**config.mk**
```make
export PLATFORM = sky130hd
export DESIGN_NAME = shift_controller
export DESIGN_NICKNAME = d
export VERILOG_FILES = /design/src/rtl/shift_controller.sv
export SDC_FILE = /design/constraint.sdc
export NUM_CORES = 1
export LEC_CHECK = 0
export BUFFER_PORTS_ARGS = -buffer_cell sky130_fd_sc_hd__buf_2
export CAP_MARGIN = 20
export CORE_MARGIN = 2
export CORE_UTILIZATION = 31
export CTS_CLUSTER_SIZE = 14
export DETAILED_ROUTE_END_ITERATION = 10
export PLACE_DENSITY_LB_ADDON = 0.25
export SLEW_MARGIN = 10
export SYNTH_ARGS = -nofsm -noshare
export SYNTH_HDL_FRONTEND = slang
export SYNTH_SLANG_ARGS = --single-unit
```
**constraint.sdc**
```tcl
create_clock -name clk -period 2.2 [get_ports clk]
set_clock_uncertainty 0.05 [all_clocks]
set_input_delay 0.11 -clock clk [delete_from_list [all_inputs] [get_ports clk]]
set_output_delay 0.11 -clock clk [all_outputs]
set_load 0.01 [all_outputs]
```
**src/rtl/shift_controller.sv**
```systemverilog
// Purpose : gearbox shift sequencer; qualifies rpm/pedal thresholds over a dwell window, then steps one gear and holds a clutch interval.
// Latency : shift lands DWELL_CYCLES+1 edges after the condition first appears (DWELL/4 for a braked downshift); clutch lasts SHIFT_CYCLES cycles.
// Backpressure: none; inputs are sampled every cycle and ignored while a shift is in progress.
module shift_controller #(
   parameter int unsigned UPSHIFT_RPM   = 6000,
   parameter int unsigned DOWNSHIFT_RPM = 2000,
   parameter int unsigned DWELL_CYCLES  = 25_000_000,
   parameter int unsigned SHIFT_CYCLES  = 5_000_000
) (
   input  logic        clk,
   input  logic        reset,
   input  logic [31:0] rpm,
   input  logic [1:0]  pedals,
   output logic [3:0]  gears,
   output logic        shifting
);

   // Thresholds as 32-bit unsigned so rpm above 2^31 never wraps negative.
   localparam logic [31:0] UP_TH   = 32'(UPSHIFT_RPM);
   localparam logic [31:0] DOWN_TH = 32'(DOWNSHIFT_RPM);

   // Terminal counter values; a zero-length window still takes one cycle.
   localparam int unsigned BRAKE_DWELL = (DWELL_CYCLES / 4 < 1) ? 1 : DWELL_CYCLES / 4;
   localparam logic [31:0] DWELL_LAST  = (DWELL_CYCLES == 0) ? 32'd0 : 32'(DWELL_CYCLES - 1);
   localparam logic [31:0] BRAKE_LAST  = 32'(BRAKE_DWELL - 1);
   localparam logic [31:0] SHIFT_LAST  = (SHIFT_CYCLES == 0) ? 32'd0 : 32'(SHIFT_CYCLES - 1);

   typedef enum logic [1:0] {
      IN_GEAR   = 2'd0,
      QUAL_UP   = 2'd1,
      QUAL_DOWN = 2'd2,
      SHIFTING  = 2'd3
   } state_t;

   state_t      state_q;
   logic [31:0] cnt_q;
   logic [3:0]  gears_q;
   logic        shifting_q;

   logic        accel;
   logic        brake;
   logic        up_cond;
   logic        down_cond;
   logic [31:0] down_last;

   // Pedals are active-low; pressing both counts as brake only.
   assign brake     = ~pedals[1];
   assign accel     = ~pedals[0] & ~brake;
   assign up_cond   = (rpm >= UP_TH) && accel && (gears_q != 4'b1000);
   assign down_cond = (rpm <= DOWN_TH) && (gears_q != 4'b0001);
   // Braking shortens the downshift qualification window to a quarter.
   assign down_last = brake ? BRAKE_LAST : DWELL_LAST;

   assign gears    = gears_q;
   assign shifting = shifting_q;

   // Shift sequencer: qualify, step one gear on entry to SHIFTING, time the clutch.
   always_ff @(posedge clk) begin
      if (reset) begin
         state_q    <= IN_GEAR;
         cnt_q      <= 32'd0;
         gears_q    <= 4'b0001;
         shifting_q <= 1'b0;
      end else begin
         case (state_q)
            IN_GEAR: begin
               cnt_q <= 32'd0;
               if (up_cond) begin
                  state_q <= QUAL_UP;
               end else if (down_cond) begin
                  state_q <= QUAL_DOWN;
               end
            end
            QUAL_UP: begin
               if (!up_cond) begin
                  state_q <= IN_GEAR;
                  cnt_q   <= 32'd0;
               end else if (cnt_q >= DWELL_LAST) begin
                  state_q    <= SHIFTING;
                  cnt_q      <= 32'd0;
                  gears_q    <= {gears_q[2:0], 1'b0};
                  shifting_q <= 1'b1;
               end else begin
                  cnt_q <= cnt_q + 32'd1;
               end
            end
            QUAL_DOWN: begin
               if (up_cond) begin
                  // Upshift wins a tie; restart qualification from scratch.
                  state_q <= QUAL_UP;
                  cnt_q   <= 32'd0;
               end else if (!down_cond) begin
                  state_q <= IN_GEAR;
                  cnt_q   <= 32'd0;
               end else if (cnt_q >= down_last) begin
                  state_q    <= SHIFTING;
                  cnt_q      <= 32'd0;
                  gears_q    <= {1'b0, gears_q[3:1]};
                  shifting_q <= 1'b1;
               end else begin
                  cnt_q <= cnt_q + 32'd1;
               end
            end
            SHIFTING: begin
               if (cnt_q >= SHIFT_LAST) begin
                  state_q    <= IN_GEAR;
                  cnt_q      <= 32'd0;
                  shifting_q <= 1'b0;
               end else begin
                  cnt_q <= cnt_q + 32'd1;
               end
            end
            default: begin
               state_q    <= IN_GEAR;
               cnt_q      <= 32'd0;
               gears_q    <= 4'b0001;
               shifting_q <= 1'b0;
            end
         endcase
      end
   end

endmodule

```
# Yosys cells after proc, flatten, opt, wreduce, memory -nomap -nowiden

Cells that the tools add are included.

Output and inout port bits: 5
Register bits: 39
Bits of input ports: 36

Add/sub/neg operators: 1
Order comparisons: 5
Bitwise gates (word level): 2
Reductions and logical operators: 9
Equality and inequality tests: 14
Multiplexer cells: 30

Operators by type and width:

| kind                    | number |
|---|---|
| $mux W32                | 6 |
| $pmux W32 S4            | 1 |
| $add A32 B1 Y32 const B | 1 |
| $ge A32 B13 Y1 const B  | 1 |
| $ge A32 B23 Y1 const B  | 1 |
| $ge A32 B25 Y1          | 1 |
| $ge A32 B25 Y1 const B  | 1 |
| $le A32 B11 Y1 const B  | 1 |
| $mux W25                | 1 |
| $mux W4                 | 5 |
| $mux W2                 | 8 |
| $ne A2 B2 Y1 const B    | 6 |
| $ne A4 B4 Y1 const B    | 2 |
| $pmux W2 S4             | 1 |
| $pmux W4 S2             | 1 |
| $reduce_and A7 Y1       | 1 |
| $mux W1                 | 6 |
| $ne A3 B3 Y1 const B    | 2 |
| $reduce_and A6 Y1       | 1 |
| $eq A2 B2 Y1 const B    | 2 |
| $ne A4 B1 Y1 const B    | 1 |
| $reduce_and A4 Y1       | 1 |
| $logic_and A1 B1 Y1     | 3 |
| $pmux W1 S3             | 1 |
| 6 further kinds         | 6 |

# Longest topological paths before layout

Gate-level depths: netlist (run 1).

Depth after elaboration: 6
Gate-level depth with buffers: 10

# Worst setup path before layout (run 1)

OpenSTA, ideal clock, no wires.

Kind: flip-flop to flip-flop
From: register cnt_q[0]
To: register cnt_q[25]
Setup slack: -0.034 ns
Data required time: 2.034 ns
Library setup time: 0.116 ns
Cell stages (with the launch flop): 11
Path buffers: 2
Arrival time: 2.068 ns
Cells stage by stage: dfxtp_1 -> ha_1 -> and3_1 -> and3_1 -> buf_4 -> o311ai_1 -> a32oi_1 -> nor2_1 -> o31ai_4 -> buf_6 -> nor2_2

Word-level cells in the longest chain between the ends: 5
Elaborated cells on any way between the ends: 11

Ends and longest elaborated chain:

| element                                           | line | text |
|---|---|---|
| from (decl)                                       | 36   | `logic [31:0] cnt_q;` |
| from (signal assigned)                            | 84   | `cnt_q <= cnt_q + 32'd1;` |
| from (signal assigned)                            | 101  | `cnt_q <= cnt_q + 32'd1;` |
| from (signal assigned)                            | 110  | `cnt_q <= cnt_q + 32'd1;` |
| $add A32 B1 Y32 or $ge A32 B25 Y1 (tied branches) | n/a  |  |
| $mux W32                                          | 95   | `end else if (cnt_q >= down_last) begin` |
| $mux W32                                          | 92   | `end else if (!down_cond) begin` |
| $mux W32                                          | 88   | `if (up_cond) begin` |
| $pmux W32 S4 *                                    | 65   | `case (state_q)` |

Mark *: on every way between the ends. The rest lies on a longest branch, timed or not.
A chain may end at the register's enable or synchronous reset.

# Worst setup path in the final report (run 1)

From: register cnt_q[13]
To: register cnt_q[5]

Word-level cells in the longest chain between the ends: 5
Elaborated cells on any way between the ends: 10

Ends and longest elaborated chain:

| element        | line |
|---|---|
| $ge A32 B25 Y1 | 95 |
| $mux W32       | 95 |
| $mux W32       | 92 |
| $mux W32       | 88 |
| $pmux W32 S4 * | 65 |

Marked as above.

==> results of run 1 <==
[metrics by stage]
step                      util (%)  cells  setup slack, ps  hold slack, ps
after floorplan                  -    241            6.176           294.6
after global placement       41.75    415           -50.56           348.2
after detailed placement     41.75    415           -72.23           354.4
after CTS                    44.09    423           -81.16           39.47
after global routing         45.10    424           -154.2           61.46
final                        45.10    424           -67.58           58.04
[kinds of logic after synthesis]
family | after synthesis | synth area share (%)
simple gates | 108 | 28.53
other cells | 1 | 0.1727
flops | 39 | 35.97
xor+xnor | 23 | 9.279
fa+ha+maj | 9 | 5.187
buf+inv | 12 | 3.804
compound gates | 42 | 16.14
mux | 2 | 0.9222
[flip-flops by register name, summed over array words and instances, names as in the netlist]
signal,count
gears,4
shifting,1
state_q,2
cnt_q,32
[report_power, final]
group	internal, W	total, W	switching, W
combinational	0.0000454	0.0000786	0.0000332
clock	0.000367	0.000618	0.000251
sequential	0.000711	0.000715	0.00000421
total	0.00112	0.00141	0.000289
[synthesized netlist by cell type (all sizes together), types with 5 or more instances]
cell,instances
nor4,5
xnor2,10
a21oi,5
nor3,7
o21ai,6
nor2,42
nand2,15
nand4,5
buf,5
dfxtp,39
nand3,12
ha,9
inv,5
xor2,13
and3,5
[path summary, 6_finish.rpt]
path,from,end,slack [ps]
setup / recovery,cnt_q[13],cnt_q[5],-70
hold / removal,reset,gears[1],60
setup reg to reg,cnt_q[13],cnt_q[5],-70
hold reg to reg,cnt_q[25],cnt_q[25],440
[per-layer routing]
| layer | wire, um | vias to the layer above | share of wire, % |
|---|---|---|---|
| li1 | - | 1043 | - |
| met1 | 2352 | 934 | 47 |
| met2 | 2434 | 41 | 48 |
| met3 | 173 | 8 | 3.4 |
| met4 | 82 | 0 | 1.6 |
| met5 | 0 | - | 0 |
[worst max-delay path, delay by kind of cell (launching register included)]
| kind | cells | cell delay [ps] |
|---|---|---|
| AO/OA/AOI/OAI | 4 | 1020 |
| adder cells (fa/ha/maj) | 1 | 210 |
| flip-flops | 1 | 340 |
| buffers and inverters | 1 | 170 |
| AND/OR/NAND/NOR | 2 | 420 |
[final cells by class]
type / count / share of cell area [%]
clock buffer: 6 / 2.695
clock inverter: 2 / 1.143
inverter: 5 / 0.6125
multi-input combinational: 190 / 47.20
sequential: 39 / 25.68
tap: 96 / 3.920
timing repair buffer: 86 / 18.74
[timing repair]
| item | CTS | global route |
|---|---|---|
| setup endpoints to repair | 32 | 33 |
| resized for setup | 8 | 11 |
| buffers inserted | 0 | 1 |
| pin swaps | 2 | 1 |
| hold endpoints to repair | 0 | 0 |
==> impl_metrics.ini, run 1 <==
[status]
status = complete, but fails checks
violations = negative setup slack

[yosys]
syn_avg_cell_area_um2 = 9.198
synthArstFlopShare_pct = 0
synth_edf_count = 0
synthTopCellsByArea = dfxtp_1 (36%), nor2_2 (6.1%), xor2_1 (5.2%)
ys_ff_latch = 39
yosys_warnings = 0
synth_top_area_cell = dfxtp_1
syn-instance-count = 236
ys.flop_type = dfxtp_1
netlist_area_um2 = 2171
ys_seq_area_share_pct = 35.97
synthDistinctLibCells = 58
synth.top_cell.area_share_pct = 35.97

[sta]
finalCritPeriodShare_pct = 103.1
drv_slew = 0
rsz0062_at_grt = true
max_freq_mhz = 441.0
fin_ws_ps = -67.58
worstMarginPinSlew_ps = 532.1
tns_ps = -1586
fin_crit_ps = 2268
finalSetupViolCount = 30
hold_viol_final = 0
slew-limit-headroom_pct = 64.44

[routing]
ant_nets = 0
vias = 2026
avgViaCountPerCell = 4.778
wl_per_cell_um = 11.89
drtIter0Drc = 61
dr.pass1.iters = 4
drc_errors = 0
routed_wl_mm = 5.043

[global_route]
grt_max_degree = 15
top_usage_layer = met2
grtUsageMet1_pct = 18.02
grt_pass1_wl_mm = 8.645
use_met3_pct = 3.110
grt_overflow = 0
antenna_found_initial = 0
first_global_vias = 1918
met2_usage_pct = 23.42
grt_usage_pct = 14.07

[clock_network]
cts_tree = done
clock_sinks = 39
cts_hold_buf = 0
worstSkewPairLatency_ps = 290
clk_pin_slew_ps = 80
h-tree-depth = 2
cts_root_buf = clkbuf_8
clockBufferDepth = 2
numCtsBuffers = 5

[finish]
multi_input_area_um2 = 1446
fillers = 675
diodes = 0
drive_gt1_share_pct = 43.29
final_area_um2 = 3064
layout_commonest_cell = buf_4
fin_nets = 372
final_cell_mix = buf_4 (43), buf_2 (40), dfxtp_1 (36)
seqCellArea_um2 = 787.0
area_delta_synth_final_pct = 41.15

[power]
leakage_nw = 1.214
peakVddDrop_mv = 0.1912
p_total_w = 0.001412
powerDensity_nw_per_um2 = 460.9

[critical_path]
max_stage_delay_ps = 560
critPathKind = flop to flop
path_cells = ha_1 > a2111oi_1 > o21ai_2 > a31oi_4 > nor4b_4 > o31ai_4 > buf_12 > nor2b_1
cp_slowest_cell = a2111oi_1
cp-end-kind = flop
cp.required_ps = 2380
cp_max_fo = 14
reg2regPathDepth = 8
start_kind = flop
cp.arrival_ps = 2440

[run]
maxCapViolCount = 0

[floorplanning]
die_w_um = 87.68
die-area_um2 = 7688
io_pins = 41
coreArea_um2 = 6794
row_count = 30
start_util_pct = 31.95
die_h_um = 87.68

[placement]
globalplace.congestion = 0.7716
placed_cell_area_um2 = 2836
post-dp-hpwl_mm = 3.842
io_buffers = 40

[min_path]
min_path_cells = 2
hp-class = input port to flop
No activity file was read; power rests on OpenSTA's default activity.
==> run 2: changes to the inputs <==
Settings changed: BUFFER_PORTS_ARGS -buffer_cell sky130_fd_sc_hd__buf_2 to -buffer_cell sky130_fd_sc_hd__clkbuf_2, SLEW_MARGIN 10 to 20.
==> impl_metrics.ini, run 2 (same netlist as run 1, synthesis figures left out) <==
[power]
p_switching_w = 0.0002985
peakVddDrop_mv = 0.2427
powerDensity_nw_per_um2 = 402.9
pwr-share-seq_pct = 56.2
p_total_w = 0.001271
p_comb_share_pct = 6.1
pwr-share-clk_pct = 37.7
p_int_w = 0.0009725
switching_share_pct = 23.48
leakage_nw = 1.275

[finish]
final_cell_mix = buf_4 (45), clkbuf_2 (40), dfxtp_1 (36)
layout_commonest_cell = buf_4
regMostFlops = cnt_q
drive_gt1_share_pct = 43.71
multi_input_area_um2 = 1468
final_area_um2 = 3154
fin_nets = 378
largest_reg_flops = 32
seqCellArea_um2 = 787.0
area_delta_synth_final_pct = 45.30
fin_util_pct = 46.43
diodes = 0
stdcell_count = 430
fillers = 658

[clock_network]
worstSkewPairLatency_ps = 290
clk_pin_slew_ps = 80
cts_root_buf = clkbuf_8
clockBufferDepth = 2
clock_sinks = 39
cts_tree = done
h-tree-depth = 2
numCtsBuffers = 5

[sta]
hold_viol_final = 0
drv_slew = 0
fin_ws_ps = -108.9
fin_crit_ps = 2309
finalCritPeriodShare_pct = 104.9
finalSetupViolCount = 29
tns_ps = -2427
rsz0062_at_grt = true
max_freq_mhz = 433.1

[floorplanning]
die_h_um = 87.68
start_util_pct = 31.95
coreArea_um2 = 6794
die-area_um2 = 7688
io_pins = 41
row_count = 30
die_w_um = 87.68

[critical_path]
critPathKind = flop to flop
cp.arrival_ps = 2490
cp.required_ps = 2380
cp_max_fo = 9
cp-end-kind = flop
start_kind = flop
reg2regPathDepth = 9

[global_route]
first_global_vias = 2051
antenna_found_initial = 0
grt_pass1_wl_mm = 8.997
grt_max_degree = 13
grt_overflow = 0
grt_usage_pct = 14.73

[run]
maxCapViolCount = 0

[routing]
routed_wl_mm = 5.305
avgViaCountPerCell = 4.800
drtIter0Drc = 69
dr.pass1.iters = 4
vias = 2064
ant_nets = 0
wl_per_cell_um = 12.34
drc_errors = 0

[status]
status = complete, but fails checks
violations = negative setup slack

[min_path]
hp-class = input port to flop
min_path_cells = 2

[placement]
globalplace.congestion = 0.7865
placed_cells = 415
io_buffers = 40
post-dp-hpwl_mm = 3.861
placed_cell_area_um2 = 2836
[run 2: cell types whose count changed in the layout (fill, tap and decap cells not counted), sizes merged]
cell    delta
clkbuf    +39
buf       -36
bufbuf     +2
clkinv     +2
bufinv     -1
[run 2: worst paths after layout]
kind              startpoint  slack (ps)        to
hold / removal         reset          70  shifting
hold reg to reg     cnt_q[0]         480  cnt_q[0]
setup reg to reg    cnt_q[5]        -110  cnt_q[7]
setup / recovery    cnt_q[5]        -110  cnt_q[7]
[run 2: layout make-up]
type / instances / area share (%)
inverter: 5 / 0.5950
tap: 96 / 3.808
sequential: 39 / 24.95
clock buffer: 5 / 2.182
multi-input combinational: 190 / 46.53
timing repair buffer: 92 / 21.46
clock inverter: 3 / 0.4760
[run 2: routing by layer]
layer | up-vias | wire length (um) | GRT usage [%] | share of wire (%)
met1 | 951 | 2496 | 18.97 | 47
li1 | 1057 | - | - | -
met4 | 0 | 119 | 5.734 | 2.2
met2 | 46 | 2518 | 24.31 | 47
met5 | - | 0 | 0 | 0
met3 | 10 | 171 | 2.828 | 3.2
[run 2: timing repair]
item,CTS,global route
setup buffers,4,1
resized for setup,14,14
hold buffers,0,0
pin swaps,9,6
endpoints found under the setup margin,32,33
gates cloned,2,0
[run 2: critical path, cell delays in order (launching register included)]
cell,delay [ps]
dfxtp_2,360
ha_4,200
a211o_1,290
a311oi_2,200
o21ai_1,130
a31oi_2,190
nor4b_4,300
o31ai_4,130
bufbuf_16,300
nor2_1,90
[run 2: power by group through the flow]
stage | Combinational [W] | Clock (W) | Sequential, W
after detailed placement | 0.0000721 | 0 | 0.000732
after floorplan | 0.0000258 | 0 | 0.000732
after CTS | 0.0000761 | 0.000496 | 0.000715
after global routing | 0.0000859 | 0.000527 | 0.000716
final | 0.0000769 | 0.000479 | 0.000715
after global placement | 0.0000712 | 0 | 0.000732
[run 2: stage by stage]
| step | hold WS (ps) | setup WS [ps] |
|---|---|---|
| detailed placement | 375.1 | -167.4 |
| CTS | 64.27 | -86.77 |
| global route | 72.35 | -221.0 |
| global placement | 368.0 | -103.0 |
| floorplan | 294.6 | 6.176 |
| finish | 71.38 | -108.9 |
